<file path="config.mk">
export PLATFORM = sky130hd
export DESIGN_NAME = board_xfer_scheduler
export DESIGN_NICKNAME = d
export VERILOG_FILES = /design/src/rtl/board_xfer_scheduler_pkg.sv /design/src/rtl/board_xfer_scheduler_rr_pick.sv /design/src/rtl/board_xfer_scheduler.sv
export SDC_FILE = /design/constraint.sdc
export NUM_CORES = 1
export LEC_CHECK = 0
export ABC_CLOCK_PERIOD_IN_PS = 4400
export BUFFER_PORTS_ARGS = -buffer_cell sky130_fd_sc_hd__buf_4
export CAP_MARGIN = 20
export CORE_MARGIN = 2
export CORE_UTILIZATION = 40
export DETAILED_ROUTE_END_ITERATION = 10
export GPL_ROUTABILITY_DRIVEN = 1
export PLACE_DENSITY = 0.73
export REMOVE_ABC_BUFFERS = 1
export SETUP_SLACK_MARGIN = 0.4
export SYNTH_ARGS = -nofsm -noshare
export SYNTH_HDL_FRONTEND = slang
export SYNTH_SLANG_ARGS = --single-unit
</file>
<file path="constraint.sdc">
create_clock -name clk -period 4.4 [get_ports clk]
set_input_delay 0.44 -clock clk [delete_from_list [all_inputs] [get_ports clk]]
set_output_delay 0.44 -clock clk [all_outputs]
set_load 0.01 [all_outputs]
</file>
<file path="src/rtl/board_xfer_scheduler_pkg.sv">
// Shared constants for the board transfer scheduler: board count, board_sel
// encoding and the FSM state encoding.
package board_xfer_scheduler_pkg;

  localparam int unsigned NUM_BOARDS  = 8;
  localparam int unsigned BOARD_SEL_W = 4;
  localparam logic [BOARD_SEL_W-1:0] BOARD_SEL_INVALID = 4'd8;

  localparam int unsigned STATE_W = 2;
  localparam logic [STATE_W-1:0] ST_IDLE = 2'd0;
  localparam logic [STATE_W-1:0] ST_ARB  = 2'd1;
  localparam logic [STATE_W-1:0] ST_XFER = 2'd2;
  localparam logic [STATE_W-1:0] ST_DONE = 2'd3;

endpackage

</file>
<file path="src/rtl/board_xfer_scheduler_rr_pick.sv">
// Round-robin picker: rotates req so the board after last_idx sits at bit 0,
// isolates the lowest set bit, then maps that position back to a board index.
module rr_pick #(
  parameter int unsigned NUM_BOARDS = board_xfer_scheduler_pkg::NUM_BOARDS,
  parameter int unsigned IDX_W      = $clog2(NUM_BOARDS)
) (
  input  logic [NUM_BOARDS-1:0] req,
  input  logic [IDX_W-1:0]      last_idx,
  output logic [NUM_BOARDS-1:0] onehot_c,
  output logic [IDX_W-1:0]      idx_c,
  output logic                  found_c
);
  import board_xfer_scheduler_pkg::*;

  logic [IDX_W-1:0]      start;
  logic [NUM_BOARDS-1:0] rot;
  logic [NUM_BOARDS-1:0] low;

  always_comb begin
    start = (last_idx >= IDX_W'(NUM_BOARDS - 1)) ? '0 : last_idx + IDX_W'(1);
    rot   = '0;
    for (int unsigned i = 0; i < NUM_BOARDS; i++) begin
      rot[IDX_W'(i)] = req[IDX_W'((i + 32'(start)) % NUM_BOARDS)];
    end
    // two's-complement trick keeps only the lowest set bit
    low      = rot & (~rot + NUM_BOARDS'(1));
    idx_c    = '0;
    onehot_c = '0;
    for (int unsigned i = 0; i < NUM_BOARDS; i++) begin
      if (low[IDX_W'(i)]) begin
        idx_c = IDX_W'((i + 32'(start)) % NUM_BOARDS);
      end
    end
    onehot_c[idx_c] = |low;
    found_c         = |req;
  end

endmodule

</file>
<file path="src/rtl/board_xfer_scheduler.sv">
// Round-robin burst scheduler: grants one board at a time for a committed
// burst of req_len beats, with a stall timeout that aborts a hung burst.
module board_xfer_scheduler #(
  parameter int unsigned NUM_BOARDS = board_xfer_scheduler_pkg::NUM_BOARDS,
  parameter int unsigned LEN_W      = 8,
  parameter int unsigned TIMEOUT    = 255
) (
  input  logic                        clk,
  input  logic                        rst,
  input  logic                        enable,
  input  logic [NUM_BOARDS-1:0]       req,
  input  logic [NUM_BOARDS*LEN_W-1:0] req_len,
  input  logic                        beat_valid,
  input  logic                        beat_ready,
  output logic [NUM_BOARDS-1:0]       grant,
  output logic [3:0]                  board_sel,
  output logic                        busy,
  output logic                        done,
  output logic                        timeout_err
);
  import board_xfer_scheduler_pkg::*;

  localparam int unsigned IDX_W   = $clog2(NUM_BOARDS);
  localparam int unsigned STALL_W = $clog2(TIMEOUT + 1);

  logic [STATE_W-1:0]     state, state_nxt;
  logic [LEN_W-1:0]       len_q, len_nxt;
  logic [LEN_W-1:0]       beat_cnt, beat_nxt;
  logic [STALL_W-1:0]     stall_cnt, stall_nxt;
  logic [IDX_W-1:0]       win_idx, win_nxt;
  logic [IDX_W-1:0]       last_idx, last_nxt;
  logic [NUM_BOARDS-1:0]  grant_nxt;
  logic [BOARD_SEL_W-1:0] sel_nxt;
  logic                   busy_nxt, done_nxt, tmo_nxt;

  logic [NUM_BOARDS-1:0]  pick_onehot;
  logic [IDX_W-1:0]       pick_idx;
  logic                   pick_found;
  logic [LEN_W-1:0]       pick_len;
  logic                   accept;

  rr_pick #(
    .NUM_BOARDS (NUM_BOARDS),
    .IDX_W      (IDX_W)
  ) u_rr_pick (
    .req      (req),
    .last_idx (last_idx),
    .onehot_c (pick_onehot),
    .idx_c    (pick_idx),
    .found_c  (pick_found)
  );

  // next-state and registered-output decode
  always_comb begin
    state_nxt = state;
    len_nxt   = len_q;
    beat_nxt  = beat_cnt;
    stall_nxt = stall_cnt;
    win_nxt   = win_idx;
    last_nxt  = last_idx;
    grant_nxt = '0;
    sel_nxt   = BOARD_SEL_INVALID;
    done_nxt  = 1'b0;
    tmo_nxt   = 1'b0;
    accept    = (state == ST_XFER) && beat_valid && beat_ready;
    pick_len  = '0;
    for (int unsigned i = 0; i < NUM_BOARDS; i++) begin
      if (pick_idx == IDX_W'(i)) pick_len = req_len[i*LEN_W +: LEN_W];
    end

    case (state)
      ST_IDLE: begin
        if (enable && |req) state_nxt = ST_ARB;
      end
      ST_ARB: begin
        beat_nxt  = '0;
        stall_nxt = '0;
        if (!pick_found) begin
          state_nxt = ST_IDLE;
        end else begin
          win_nxt = pick_idx;
          len_nxt = pick_len;
          if (pick_len == '0) begin
            state_nxt = ST_DONE;
            done_nxt  = 1'b1;
          end else begin
            state_nxt = ST_XFER;
            grant_nxt = pick_onehot;
            sel_nxt   = BOARD_SEL_W'(pick_idx);
          end
        end
      end
      ST_XFER: begin
        if (accept) begin
          stall_nxt = '0;
          // the final beat leaves beat_cnt alone so a full-scale length never wraps
          if (beat_cnt == len_q - LEN_W'(1)) begin
            state_nxt = ST_DONE;
            done_nxt  = 1'b1;
          end else begin
            beat_nxt  = beat_cnt + LEN_W'(1);
            grant_nxt = grant;
            sel_nxt   = board_sel;
          end
        end else if (stall_cnt == STALL_W'(TIMEOUT - 1)) begin
          state_nxt = ST_IDLE;
          tmo_nxt   = 1'b1;
          last_nxt  = win_idx;
        end else begin
          stall_nxt = stall_cnt + STALL_W'(1);
          grant_nxt = grant;
          sel_nxt   = board_sel;
        end
      end
      ST_DONE: begin
        state_nxt = ST_IDLE;
        last_nxt  = win_idx;
      end
      default: state_nxt = ST_IDLE;
    endcase

    busy_nxt = (state_nxt != ST_IDLE);
  end

  always_ff @(posedge clk) begin
    if (rst) begin
      state       <= ST_IDLE;
      len_q       <= '0;
      beat_cnt    <= '0;
      stall_cnt   <= '0;
      win_idx     <= '0;
      last_idx    <= IDX_W'(NUM_BOARDS - 1);
      grant       <= '0;
      board_sel   <= BOARD_SEL_INVALID;
      busy        <= 1'b0;
      done        <= 1'b0;
      timeout_err <= 1'b0;
    end else begin
      state       <= state_nxt;
      len_q       <= len_nxt;
      beat_cnt    <= beat_nxt;
      stall_cnt   <= stall_nxt;
      win_idx     <= win_nxt;
      last_idx    <= last_nxt;
      grant       <= grant_nxt;
      board_sel   <= sel_nxt;
      busy        <= busy_nxt;
      done        <= done_nxt;
      timeout_err <= tmo_nxt;
    end
  end

endmodule
</file>
==> summary.txt <==
Clock tree
  – Maximum clock path buffer count: 2
  – Clock root cell: clkbuf_8
  – Sink Count: between 40 and 50
  – H-Tree Depth: 2
  – Worst skew pair latency: between 300 and 400 ps
  – TritonCTS clock tree: built
  – Total CTS buffers: 5
  – Reg clk slew, reported paths: approximately 100 ps
  – Hold-fix buffers, CTS: 0

GRT
  – GRT Util Overall: a little under a quarter
  – Antenna violations before repair: 0
  – Pin count of the biggest net entering global routing: 30
  – First-pass GRT wire length: 18900 um
  – Gr ovfl total: 0
  – Vias in the first global route: 3888

Cells and area
  – Layout filler cell count: between 700 and 800
  – Core Util, Final: 60.6%
  – Inserted Diodes: 0
  – FF/Latch Area: 943 um^2
  – Area delta synth->final: 49.1%
  – Fraction of layout cells with a size suffix above 1: ~44%
  – Final #Nets: 668
  – Area used by multi-input combinational logic: 2890 um^2

Job
  – Reported max-cap violation count: 0

Synth
  – Sequential element share of the synthesized area: 25.4%
  – Top FF cell, synth: dfxtp_1
  – Synthesized flop and latch total: 47
  – Largest cells by area after synthesis: dfxtp_1 (25%), mux2i_1 (9.5%), mux4_2 (6.7%)
  – Mean Syn Cell Area: 8.95 um^2
  – Post-synthesis cell type count: between 60 and 70
  – Post-synth EDFFs: 0
  – Most frequent cells after synthesis: nor2_1 (48), dfxtp_1 (47), mux2i_1 (35), a21oi_1 (22), nand2_1 (21)
  – Most frequent cell after synthesis: nor2_1
  – Yosys warning count: 0
  – Synth top area share: 25.4%
  – Leading area contributor after synthesis: dfxtp_1
  – Mapped Area: 3710 um^2
  – Ys async rst share: 0%
  – Mapped Cells: 414

Die
  – Die height: roughly 100 um
  – Die area: 10100 um^2
  – CORE AREA: 9110 um^2
  – Chip width: 100 um
  – Initial cell density of the core: between 40% and 50%
  – Boundary Pins: 92
  – # rows: 35

Timing
  – Unrepaired setup endpoints after global routing: true
  – Max Slew Vio Count: 0
  – Transition time of the tightest slew-check pin: 650 ps
  – Fin crit share: 99.5%
  – Setup violators final: 0
  – Highest Clock Rate: 0.228 GHz
  – Hold Vio Cnt, Final: 0
  – Slew HR: 56.7%
  – Final min period: 4380 ps
  – Setup TNS: 0 ps
  – Clock Skew: 5.67 ps
  – Final worst slack: between 20 and 25 ps

Detailed routing
  – Via/cell ratio: 5.83
  – Initial drt markers: ~380
  – Mean routed wirelength per cell: approximately 18 um
  – Routed WL: 12200 um
  – Antenna viol nets, final: 0
  – First-pass iteration count of the detailed router: 5
  – DRC Markers: 0
  – Total vias in the final route: 4031

Outcome
  – Status: finished clean

Worst setup path
  – CP required: 4650 ps
  – Setup CP Type: flop to flop
  – Critical path startpoint category: flop
  – Data arrival, critical path: ~4600 ps
  – Critical Path Sink Type: flop
  – Crit path max fanout: 5

Placed design
  – Port Buffer Count: 91
  – Dpl hpwl: 8290 um
  – Global placement routability congestion: 0.885
  – Pre-CTS WS: -210 ps

Hold path
  – Worst hold path class: flop to flop

Pwr
  – Lkg Pwr: 2.34 nW
  – Sw frac: 40.4%
  – Sw Pwr: 0.000940 W
  – Clock Power Share: 12.1%
  – Cell Pwr Density: 422 nW/um^2
  – Peak supply drop: 0.229 mV
  – Sequential Power Share: 22.6%
  – Gate power share: 65.3%
  – Pint: 0.00139 W
  – Power, Total: 0.00233 W
==> state kept, by name, summed over array words and instances, names as in the netlist <==
signal	flops
beat_cnt	8
grant	8
len_q	8
stall_cnt	8
board_sel	4
last_idx	3
win_idx	3
state	2
busy	1
done	1
timeout_err	1
==> cell families (layout without fill, tap and decap cells) <==
family | count (synthesis) | in the layout | synth area share, %
compound gates | 94 | 95 | 18.3
xor+xnor | 23 | 23 | 5.81
fa+ha+maj | 11 | 11 | 3.71
buf+inv | 30 | 195 | 3.81
flops | 47 | 47 | 25.4
mux | 57 | 57 | 22.1
simple gates | 152 | 153 | 20.9
==> cell type report <==
| cell class | instances | share of cell area [%] |
|---|---|---|
| clock buffer | 5 | 1.25 |
| clock inverter | 3 | 0.498 |
| inverter | 11 | 0.747 |
| multi-input combinational | 339 | 52.2 |
| sequential | 47 | 17.1 |
| tap | 111 | 2.51 |
| timing repair buffer | 176 | 25.7 |
==> power by group through the flow <==
stage	combinational [W]	sequential [W]	clock [W]
after global routing	0.00163	0.000532	0.000308
after floorplan	0.000721	0.000527	0
after CTS	0.00137	0.000525	0.000288
after detailed placement	0.00116	0.000532	0
final	0.00152	0.000526	0.000283
after global placement	0.00113	0.000530	0
==> path summary, 6_finish.rpt <==
| check | slack (ps) | from | cells past startpoint | end |
|---|---|---|---|---|
| min | 450 | board_sel[0] | 2 | board_sel[0] |
| max | 20 | last_idx[0] | 17 | done |
| max reg2reg | 20 | last_idx[0] | 17 | done |
| min reg2reg | 450 | board_sel[0] | 2 | board_sel[0] |
==> critical path, cell delays in order, from the launching register on <==
cell	delay, ps
dfxtp_2	350
ha_4	170
ha_4	170
nor2_4	160
mux2_4	340
buf_6	140
mux4_2	510
buf_6	170
a2111oi_4	370
o31ai_4	120
buf_12	160
buf_12	130
mux4_2	450
mux2i_2	220
nand4_1	220
buf_4	200
o31a_1	280
nor3b_2	150
==> through the flow <==
stage          area, um^2  cells  hold slack (ps)
2_1_floorplan        3610    395              455
3_3_place_gp         4830    647              436
3_5_place_dp         4830    647              443
4_1_cts              5340    683              453
5_1_grt              5520    692              472
6_report             5520    692              452
==> cell usage in the layout, fill, tap and decap left out, types with 5 or more instances in the layout <==
cell type,instances
ha_1,8
mux2i_4,5
nand4_1,7
buf_4,156
nand2_1,21
clkbuf_8,5
nor2b_1,5
inv_1,11
a32o_1,9
nor3_1,14
mux2i_1,23
a21oi_1,21
xor2_1,12
o21ai_0,13
nand3_1,18
mux2i_2,7
buf_6,14
dfxtp_1,45
a211oi_1,7
and3_1,8
nor2_1,47
xnor2_1,10
mux4_2,17
==> per-layer routing <==
metal | wire (um) | GRT usage (%) | up-vias
met5 | 0 | 0 | -
met3 | 620 | 2.86 | 27
met2 | 6310 | 39.1 | 132
met1 | 5010 | 30.4 | 1969
li1 | - | - | 1903
met4 | 298 | 7.69 | 0
==> repair_timing <==
item                                    in CTS  in global routing
pin swaps                                   26                 15
gates resized for setup                     50                 30
endpoints found under the setup margin      22                 19
cloned                                       2                  0
buffers inserted                            26                  8
Note: power is estimated with default switching activity, not from simulation.
